File: config.mk
export PLATFORM = sky130hd
export DESIGN_NAME = fetch_stage_flat
export DESIGN_NICKNAME = d
export VERILOG_FILES = /design/src/rtl/fetch_stage_if.sv /design/src/rtl/fetch_stage.sv /design/src/flat_wrapper.sv
export SDC_FILE = /design/constraint.sdc
export NUM_CORES = 1
export LEC_CHECK = 0
export ABC_AREA = 1
export CAP_MARGIN = 20
export CORE_ASPECT_RATIO = 1.1
export CORE_MARGIN = 5
export CORE_UTILIZATION = 35
export CTS_CLUSTER_DIAMETER = 40
export CTS_CLUSTER_SIZE = 28
export DETAILED_ROUTE_END_ITERATION = 12
export DONT_BUFFER_PORTS = 1
export PLACE_DENSITY = 0.6
export SYNTH_ARGS = -nofsm -noshare
export SYNTH_HDL_FRONTEND = slang
export SYNTH_SLANG_ARGS = --single-unit
File: constraint.sdc
create_clock -name clk -period 2.55 [get_ports clk]
set_clock_uncertainty 0.15 [all_clocks]
set_input_delay 0.255 -clock clk [delete_from_list [all_inputs] [get_ports clk]]
set_output_delay 0.255 -clock clk [all_outputs]
set_load 0.01 [all_outputs]
File: src/rtl/fetch_stage_if.sv
// Bundle of the fetch-stage bus: imem address/data, hazard-unit controls
// and the IF/ID register outputs.
// Optional macro: FETCH_PERF_CNT_EN adds the two performance counters.
// master = the fetch stage itself; slave = its surroundings (imem, hazard
// unit and the decode stage).
interface fetch_stage_if;
  logic [31:0] imem_a;
  logic [31:0] imem_rd;
  logic        stall_f;
  logic        stall_d;
  logic        flush_d;
  logic        redirect_valid;
  logic [31:0] redirect_pc;
  logic [31:0] instr_d;
  logic [31:0] pc_d;
  logic [31:0] pc_plus4_d;
  logic        valid_d;
  logic        fault_d;
  logic        halted;
`ifdef FETCH_PERF_CNT_EN
  logic [31:0] perf_fetch_cnt;
  logic [31:0] perf_stall_cnt;
`endif

  modport master (
    output imem_a,
    output instr_d,
    output pc_d,
    output pc_plus4_d,
    output valid_d,
    output fault_d,
    output halted,
`ifdef FETCH_PERF_CNT_EN
    output perf_fetch_cnt,
    output perf_stall_cnt,
`endif
    input  imem_rd,
    input  stall_f,
    input  stall_d,
    input  flush_d,
    input  redirect_valid,
    input  redirect_pc
  );

  modport slave (
    input  imem_a,
    input  instr_d,
    input  pc_d,
    input  pc_plus4_d,
    input  valid_d,
    input  fault_d,
    input  halted,
`ifdef FETCH_PERF_CNT_EN
    input  perf_fetch_cnt,
    input  perf_stall_cnt,
`endif
    output imem_rd,
    output stall_f,
    output stall_d,
    output flush_d,
    output redirect_valid,
    output redirect_pc
  );
endinterface

File: src/rtl/fetch_stage.sv
// Instruction-fetch stage: owns PCF, drives the combinational imem, fills
// the IF/ID register, obeys stall/flush/redirect and can halt on a fault
// (out-of-bounds sentinel word or misaligned PC).
// Optional macro: FETCH_PERF_CNT_EN adds fetch and stall counters.
module fetch_stage #(
  parameter logic [31:0] RESET_PC      = 32'h00400000,
  parameter logic [31:0] NOP_INSTR     = 32'h00000013,
  parameter logic [31:0] OOB_SENTINEL  = 32'hDEADBEEF,
  parameter bit          HALT_ON_FAULT = 1'b1
) (
  input  logic           clk,
  input  logic           rst_n,
  fetch_stage_if.master  bus
);

  typedef enum logic [0:0] {
    ST_RUN  = 1'b0,
    ST_HALT = 1'b1
  } state_e;

  // A fetch is bad if imem flagged it out of range or the PC is not word aligned.
  function automatic logic fetch_fault(input logic [31:0] word, input logic [31:0] pc);
    return (word == OOB_SENTINEL) || (pc[1:0] != 2'b00);
  endfunction

  // Sequential PC step; the 32-bit add wraps 0xFFFFFFFC to 0.
  function automatic logic [31:0] pc_step(input logic [31:0] pc);
    return pc + 32'd4;
  endfunction

  state_e      state_q, state_d;
  logic [31:0] pc_q, pc_d;
  logic [31:0] instr_id_q, instr_id_d;
  logic [31:0] pc_id_q, pc_id_d;
  logic [31:0] pc4_id_q, pc4_id_d;
  logic        valid_id_q, valid_id_d;
  logic        fault_id_q, fault_id_d;

  logic        fault_f;
  logic [31:0] pc_plus4_f;
  logic        load_f;

  assign fault_f    = fetch_fault(bus.imem_rd, pc_q);
  assign pc_plus4_f = pc_step(pc_q);
  // IF/ID captures the fetched word only when nothing blocks it.
  assign load_f     = !bus.flush_d && !bus.stall_d && (state_q == ST_RUN);

  assign bus.imem_a     = pc_q;
  assign bus.instr_d    = instr_id_q;
  assign bus.pc_d       = pc_id_q;
  assign bus.pc_plus4_d = pc4_id_q;
  assign bus.valid_d    = valid_id_q;
  assign bus.fault_d    = fault_id_q;
  assign bus.halted     = (state_q == ST_HALT);

  // PCF next value: redirect beats halt, halt beats stall, else step by 4.
  always_comb begin
    pc_d = pc_q;
    if (bus.redirect_valid) begin
      pc_d = bus.redirect_pc;
    end else if (state_q == ST_HALT) begin
      pc_d = pc_q;
    end else if (bus.stall_f) begin
      pc_d = pc_q;
    end else begin
      pc_d = pc_plus4_f;
    end
  end

  // IF/ID next value: flush beats stall; a halted fetch feeds bubbles.
  always_comb begin
    instr_id_d = instr_id_q;
    pc_id_d    = pc_id_q;
    pc4_id_d   = pc4_id_q;
    valid_id_d = valid_id_q;
    fault_id_d = fault_id_q;
    if (bus.flush_d || (!bus.stall_d && (state_q == ST_HALT))) begin
      instr_id_d = NOP_INSTR;
      pc_id_d    = 32'd0;
      pc4_id_d   = 32'd0;
      valid_id_d = 1'b0;
      fault_id_d = 1'b0;
    end else if (load_f) begin
      instr_id_d = bus.imem_rd;
      pc_id_d    = pc_q;
      pc4_id_d   = pc_plus4_f;
      valid_id_d = 1'b1;
      fault_id_d = fault_f;
    end
  end

  // Fetch FSM: halt once a faulting word is committed to IF/ID, leave on redirect.
  always_comb begin
    state_d = state_q;
    case (state_q)
      ST_RUN: begin
        if (HALT_ON_FAULT && load_f && fault_f) begin
          state_d = ST_HALT;
        end
      end
      ST_HALT: begin
        if (bus.redirect_valid) begin
          state_d = ST_RUN;
        end
      end
      default: state_d = ST_RUN;
    endcase
  end

  // Stage boundary IF -> ID: PC, FSM and IF/ID registers.
  always_ff @(posedge clk or negedge rst_n) begin
    if (!rst_n) begin
      state_q    <= ST_RUN;
      pc_q       <= RESET_PC;
      instr_id_q <= NOP_INSTR;
      pc_id_q    <= 32'd0;
      pc4_id_q   <= 32'd0;
      valid_id_q <= 1'b0;
      fault_id_q <= 1'b0;
    end else begin
      state_q    <= state_d;
      pc_q       <= pc_d;
      instr_id_q <= instr_id_d;
      pc_id_q    <= pc_id_d;
      pc4_id_q   <= pc4_id_d;
      valid_id_q <= valid_id_d;
      fault_id_q <= fault_id_d;
    end
  end

`ifdef FETCH_PERF_CNT_EN
  logic [31:0] fetch_cnt_q, fetch_cnt_d;
  logic [31:0] stall_cnt_q, stall_cnt_d;

  // Count real IF/ID loads and front-end stall cycles not cancelled by a redirect.
  always_comb begin
    fetch_cnt_d = fetch_cnt_q;
    stall_cnt_d = stall_cnt_q;
    if (load_f) begin
      fetch_cnt_d = fetch_cnt_q + 32'd1;
    end
    if (bus.stall_f && !bus.redirect_valid) begin
      stall_cnt_d = stall_cnt_q + 32'd1;
    end
  end

  // Counter registers, wrapping modulo 2^32.
  always_ff @(posedge clk or negedge rst_n) begin
    if (!rst_n) begin
      fetch_cnt_q <= 32'd0;
      stall_cnt_q <= 32'd0;
    end else begin
      fetch_cnt_q <= fetch_cnt_d;
      stall_cnt_q <= stall_cnt_d;
    end
  end

  assign bus.perf_fetch_cnt = fetch_cnt_q;
  assign bus.perf_stall_cnt = stall_cnt_q;
`else
  // Counters are not built in this configuration.
`endif

endmodule

File: src/flat_wrapper.sv
// flat-port wrapper written by rule: the top's interface ports become plain ports
module fetch_stage_flat 
#(
  parameter logic [31:0] RESET_PC      = 32'h00400000,
  parameter logic [31:0] NOP_INSTR     = 32'h00000013,
  parameter logic [31:0] OOB_SENTINEL  = 32'hDEADBEEF,
  parameter bit          HALT_ON_FAULT = 1'b1
)
  (clk, rst_n, bus_imem_a, bus_instr_d, bus_pc_d, bus_pc_plus4_d, bus_valid_d, bus_fault_d, bus_halted, bus_imem_rd, bus_stall_f, bus_stall_d, bus_flush_d, bus_redirect_valid, bus_redirect_pc);
  fetch_stage_if bus_i ();
  input  logic clk;
  input  logic rst_n;
  output wire logic [$bits(bus_i.imem_a)-1:0] bus_imem_a;
  output wire logic [$bits(bus_i.instr_d)-1:0] bus_instr_d;
  output wire logic [$bits(bus_i.pc_d)-1:0] bus_pc_d;
  output wire logic [$bits(bus_i.pc_plus4_d)-1:0] bus_pc_plus4_d;
  output wire logic [$bits(bus_i.valid_d)-1:0] bus_valid_d;
  output wire logic [$bits(bus_i.fault_d)-1:0] bus_fault_d;
  output wire logic [$bits(bus_i.halted)-1:0] bus_halted;
  input wire logic [$bits(bus_i.imem_rd)-1:0] bus_imem_rd;
  input wire logic [$bits(bus_i.stall_f)-1:0] bus_stall_f;
  input wire logic [$bits(bus_i.stall_d)-1:0] bus_stall_d;
  input wire logic [$bits(bus_i.flush_d)-1:0] bus_flush_d;
  input wire logic [$bits(bus_i.redirect_valid)-1:0] bus_redirect_valid;
  input wire logic [$bits(bus_i.redirect_pc)-1:0] bus_redirect_pc;
  assign bus_imem_a = bus_i.imem_a;
  assign bus_instr_d = bus_i.instr_d;
  assign bus_pc_d = bus_i.pc_d;
  assign bus_pc_plus4_d = bus_i.pc_plus4_d;
  assign bus_valid_d = bus_i.valid_d;
  assign bus_fault_d = bus_i.fault_d;
  assign bus_halted = bus_i.halted;
  assign bus_i.imem_rd = bus_imem_rd;
  assign bus_i.stall_f = bus_stall_f;
  assign bus_i.stall_d = bus_stall_d;
  assign bus_i.flush_d = bus_flush_d;
  assign bus_i.redirect_valid = bus_redirect_valid;
  assign bus_i.redirect_pc = bus_redirect_pc;
  fetch_stage #(.RESET_PC(RESET_PC), .NOP_INSTR(NOP_INSTR), .OOB_SENTINEL(OOB_SENTINEL), .HALT_ON_FAULT(HALT_ON_FAULT)) u_core (.clk(clk), .rst_n(rst_n), .bus(bus_i));
endmodule
* Yosys cells after proc, flatten, opt, wreduce, memory -nomap -nowiden
Cells that the tools add are included.
** Operators by class
- $add $sub $neg :: 1
- Eq/ne operators :: 3
- Multiplexer cells :: 16
- Bitwise operators :: 1
- Reduce and logical (&&, ||, !) cells :: 11
** Operators with widths (count)
- two-way mux 32 bit :: 9
- adder 32 x 3 -> 32 bit, second input constant :: 1
- equality test 32 bit, second input constant :: 1
- two-way mux 1 bit :: 6
- logical AND 1 bit :: 4
- nonzero test 2 bit :: 2
- logical NOT 1 bit :: 2
- logical OR 1 bit :: 2
- != test 2 x 1 -> 1 bit, second input constant :: 1
- != test 2 bit, second input constant :: 1
- case mux 1 bit (2 select lines) :: 1
- AND reduction 2 bit :: 1
- NOT 1 bit :: 1
** Word-level totals
- Bits in registers :: 131
- Bits of input ports :: 70
- Word-level logic and storage cells :: 39

* Depth between registers and ports, before layout
- Word-level depth :: 6
- Depth in mapped cells :: 10
- Gate-level depth less buffers :: 10

* Least setup slack after synthesis
OpenSTA, ideal clock, no wires.
- Path type :: reg-to-reg
- Start :: register u_core.pc_q[3], in the netlist u_core.bus.imem_a[3]
- End :: register u_core.pc4_id_q[28], in the netlist u_core.bus.pc_plus4_d[28]
- Setup time :: 0.117 ns
- Arrival time :: 1.379 ns
- Required time :: 2.283 ns
- Setup slack :: 0.905 ns
- Cell stages (with the launch flop) :: 11
- Period minus slack after synthesis :: 1.645 ns
- Cells stage by stage :: dfrtp_1 ha_1 nand3_1 nor2_1 nand2_1 inv_1 nand2_1 nand2_1 nand2_1 nand2_1 nand2_1
** On the way
- Longest elaborated chain between the ends :: 3
** Ends and longest elaborated chain
- start, declared :: RTL line fetch_stage.sv:32 : logic [31:0] pc_q, pc_d;
- start signal, assigned :: RTL line fetch_stage.sv:122 : pc_q <= pc_d;
- adder 32 x 3 -> 32 bit :: RTL line fetch_stage.sv:28 : return pc + 32'd4;
- two-way mux 32 bit :: RTL line fetch_stage.sv:83 : end else if (load_f) begin
- two-way mux 32 bit :: RTL line fetch_stage.sv:77 : if (bus.flush_d || (!bus.stall_d && (state_q == ST_HALT))) begin
- end signal, assigned :: RTL line fetch_stage.sv:125 : pc4_id_q <= pc4_id_d;
- end, declared :: RTL line fetch_stage.sv:35 : logic [31:0] pc4_id_q, pc4_id_d;
Every way passes these cells. The select of a mux whose other input is x is not followed.
A chain may end at the register's enable or synchronous reset.

* Final worst setup path
- Start :: register u_core.pc_q[3], in the netlist u_core.bus.imem_a[3]
- End :: register u_core.pc_q[28], in the netlist u_core.bus.imem_a[28]
** On the way
- Longest elaborated chain between the ends :: 4
** Ends and longest elaborated chain
- adder 32 x 3 -> 32 bit :: RTL line fetch_stage.sv:28
- two-way mux 32 bit :: RTL line fetch_stage.sv:63 : end else if (bus.stall_f) begin
- two-way mux 32 bit :: RTL line fetch_stage.sv:61 : end else if (state_q == ST_HALT) begin
- two-way mux 32 bit :: RTL line fetch_stage.sv:59 : if (bus.redirect_valid) begin
Every way passes these cells. The select of a mux whose other input is x is not followed.

==> results by group <==
Power
  • LEAKAGE: 3.671 nW
  • Pwr/cell area: between 700 and 800 mW/mm2
  • Peak supply drop: around 0.47 mV

Global route
  • Grt total ovfl: 0
  • GRT Total Usage: 0.1968
  • Global Route met2 Usage: 0.3161
  • First-pass GRT wire length: approximately 30 mm
  • Most Crowded Layer GR: met2
  • Number of global-route vias before repair: approximately 5300
  • M3 GR Usage: 0.06370
  • Largest net degree at the start of global routing: 130
  • Initial antenna violation count: 0
  • Met1 Usage GRT: 0.2492

STA
  • Fmax: 495.6 MHz
  • Slew @ Worst Pin: 630.7 ps
  • Relative slew margins: 0.5785
  • Endpoints failing setup: 0
  • Final Hold Viols: ~130
  • Crit path time final: between 2000 and 2500 ps
  • Final Max Slew Viols: 0
  • Setup TNS: 0 ps
  • Final hold slack: -617.5 ps
  • Unrepaired setup endpoints after global routing: no
  • Final worst path period share: 0.7913

Synthesis
  • Sequential fraction of the synthesis area: 0.5389
  • Largest family of logic cells by synthesized area: simple AND/OR/NAND/NOR gates
  • Top cells by count, synth: nand2_1, dfrtp_1, inv_1
  • Top-count cell post-synth: nand2_1
  • Average size of a mapped cell: slightly above 8 um2
  • Syn Inst Count: approximately 730
  • Netlist area before placement: ~0.006 mm2
  • Multiplexer share of the synthesized area: 0
  • Simple-gate area share of the yosys netlist: 0.2492
  • Post-synthesis register bit count: around 130
  • Post-synth top flop: dfrtp_1
  • Synth Area in Compound Gates: 0.1099
  • Synth warn: 0
  • Post-synth EDFFs: 0
  • Synth unique cells: 27
  • Fraction of registers with async set/reset: 1.000
  • Adder-Cell Fraction of Synth Area: 0.002086
  • Synth Net Count: 800
  • Xor-xnor portion of the synthesized cell area: 0.02565
  • Post-synth top area share: 0.5214
  • Synth area leaders: dfrtp_1, nand2_1, o21ai_0, inv_1, a22o_1
  • Area leader, netlist: dfrtp_1

Clock network
  • CTS Hold Bufs: 72
  • Post-CTS Setup Repair Bufs: 0
  • CTS sink cnt: roughly 130
  • CTS tree: yes
  • H-tree level count: 4
  • TritonCTS Buffers: 17
  • Cts repair resizes: 0
  • CTS root buf: clkbuf_16
  • CTS Buffer Depth: 2
  • Clk slew on worst S/H paths: around 60 ps
  • Later-pin clock latency in the skew report: between 400 and 500 ps

Critical path
  • CP most frequent cell: nand2_1
  • Worst-path maximum fanout: 6
  • Critical path launch point type: register
  • Worst EP arrival: roughly 2200 ps
  • CP max stage delay: around 530 ps
  • WP data required: between 2000 and 3000 ps
  • CP Capture Type: register
  • Register-to-register setup slack: between 500 and 600 ps
  • WS Path Type: register to register
  • Worst-path cell chain: ha_1 -> nand3_1 -> nor2_1 -> nand2_1 -> inv_1 -> nand2_1 -> nand2_1 -> nand2_1 -> nand2_1 -> nand2_1
  • Critical path's slowest cell: dfrtp_1

Floorplan
  • Core Footprint: around 0.017 mm2
  • Die X-Extent: 134.8 um
  • Ports: between 200 and 250
  • Total Die Area: 0.01986 mm2
  • Die Ht: between 100 and 150 um
  • Initial Util: 0.3539
  • FP Rows: 50

Final layout
  • Area delta synth->final: 26.36%
  • Post-Layout Cell Count: between 1000 and 1500
  • Fraction of layout instances using a drive strength above 1: 0.08025
  • Final #Nets: just under 900
  • FILL cells: 1629
  • Antenna Cells: 0

Placed design
  • Dpl hpwl: ~13 mm
  • Placed cell count: 940
  • Number of port buffers: 0
  • Gp weighted congestion: 0.8532

Routing
  • Wirelength, routed: ~19 mm
  • Residual DRC: 0
  • Routed len/inst: between 15 and 20 um
  • DRT Pass-1 Iters: 4
  • Drt initial violations: between 200 and 300
  • Vias: 4968
  • Vias per inst: 4.759
  • Final ANT Viol Nets: 0

Status
  • Status: complete, but fails checks
  • Failing checks: hold timing

Worst hold path
  • Hold crit path type: input port to async pin

Flow run
  • Max_cap viols: 0
## per-layer routing
metal	routed length, um	up-vias
met5	0	-
met4	323	0
met3	1871	17
met2	9125	198
met1	7753	2333
li1	-	2420
## kinds of logic (layout without fill, tap and decap cells)
logic type | after synthesis | in the layout
AO/OA/AOI/OAI | 108 | 108
flip-flops | 129 | 129
AND/OR/NAND/NOR | 367 | 367
XOR/XNOR | 15 | 15
buffers and inverters | 109 | 190
adder cells (fa/ha/maj) | 1 | 1
## metrics by stage
step	area, um2	hold slack, ps	worst slack, ps	power (W)	utilization
2_1_floorplan	6000	-190.6	904.8	0.002834	-
3_3_place_gp	6241	-186.6	640.8	0.003020	0.3681
3_5_place_dp	6241	-187.4	561.3	0.003028	0.3681
4_1_cts	7581	-636.6	545.5	0.005671	0.4472
5_1_grt	7581	-638.5	391.2	0.005859	0.4472
6_report	7581	-617.5	532.3	0.005607	0.4472
## cell usage in the layout (no fill, tap or decap), drive strengths merged
| master | instances |
|---|---|
| o21ai | 70 |
| a22o | 24 |
| o22ai | 4 |
| nor3 | 4 |
| ha | 1 |
| o221ai | 1 |
| inv | 81 |
| nand3 | 22 |
| clkinvlp | 2 |
| bufinv | 3 |
| dlygate4sd3 | 71 |
| o211ai | 5 |
| dfrtp | 125 |
| buf | 9 |
| a21oi | 1 |
| nor2 | 50 |
| and2 | 3 |
| dfstp | 4 |
| clkinv | 6 |
| clkbuf | 18 |
| xor2 | 15 |
| o21bai | 3 |
| nand2 | 288 |
## flip-flops by register name (all words and copies together) (netlist names)
signal / flops
u_core.bus.fault_d: 1
u_core.bus.instr_d: 32
u_core.bus.pc_d: 30
u_core.bus.imem_a: 32
u_core.bus.valid_d: 1
u_core.bus.pc_plus4_d: 32
u_core.bus.halted: 1
## layout make-up
class	count	area [um2]	area share
sequential	129	3233	0.4265
clock buffer	18	429.2	0.05661
inverter	78	292.8	0.03862
tap	234	292.8	0.03862
multi-input combinational	491	2337	0.3083
clock inverter	14	180.2	0.02377
timing repair buffer	80	815.8	0.1076
## report_power, final
part / switching (W) / internal (W) / total [W]
Combinational: 0.000331 / 0.000237 / 0.000568
Sequential: 0.000303 / 0.00222 / 0.00252
Clock: 0.000964 / 0.00155 / 0.00252
## critical path, delay by kind of cell, from the launching register on
| kind | cells | cell delay, ps |
|---|---|---|
| adder cells (fa/ha/maj) | 1 | 280 |
| flip-flops | 1 | 530 |
| buffers and inverters | 1 | 150 |
| AND/OR/NAND/NOR | 8 | 800 |
## worst paths after layout
path,endpoint,cells after the start,start
worst max-delay path,u_core.bus.imem_a[28]$_DFFE_PN0P_,10,u_core.bus.imem_a[3]$_DFFE_PN0P_
max in group asynchronous,u_core.bus.imem_a[22]$_DFFE_PN1P_,0,rst_n
worst min register to register,u_core.bus.fault_d$_DFFE_PN0P_,2,u_core.bus.fault_d$_DFFE_PN0P_
min in group clk,u_core.bus.fault_d$_DFFE_PN0P_,4,bus_stall_d
worst min-delay path,u_core.bus.pc_plus4_d[1]$_DFFE_PN0P_,0,rst_n
worst max register to register,u_core.bus.imem_a[28]$_DFFE_PN0P_,10,u_core.bus.imem_a[3]$_DFFE_PN0P_
Power figures use the tool's default switching activity.
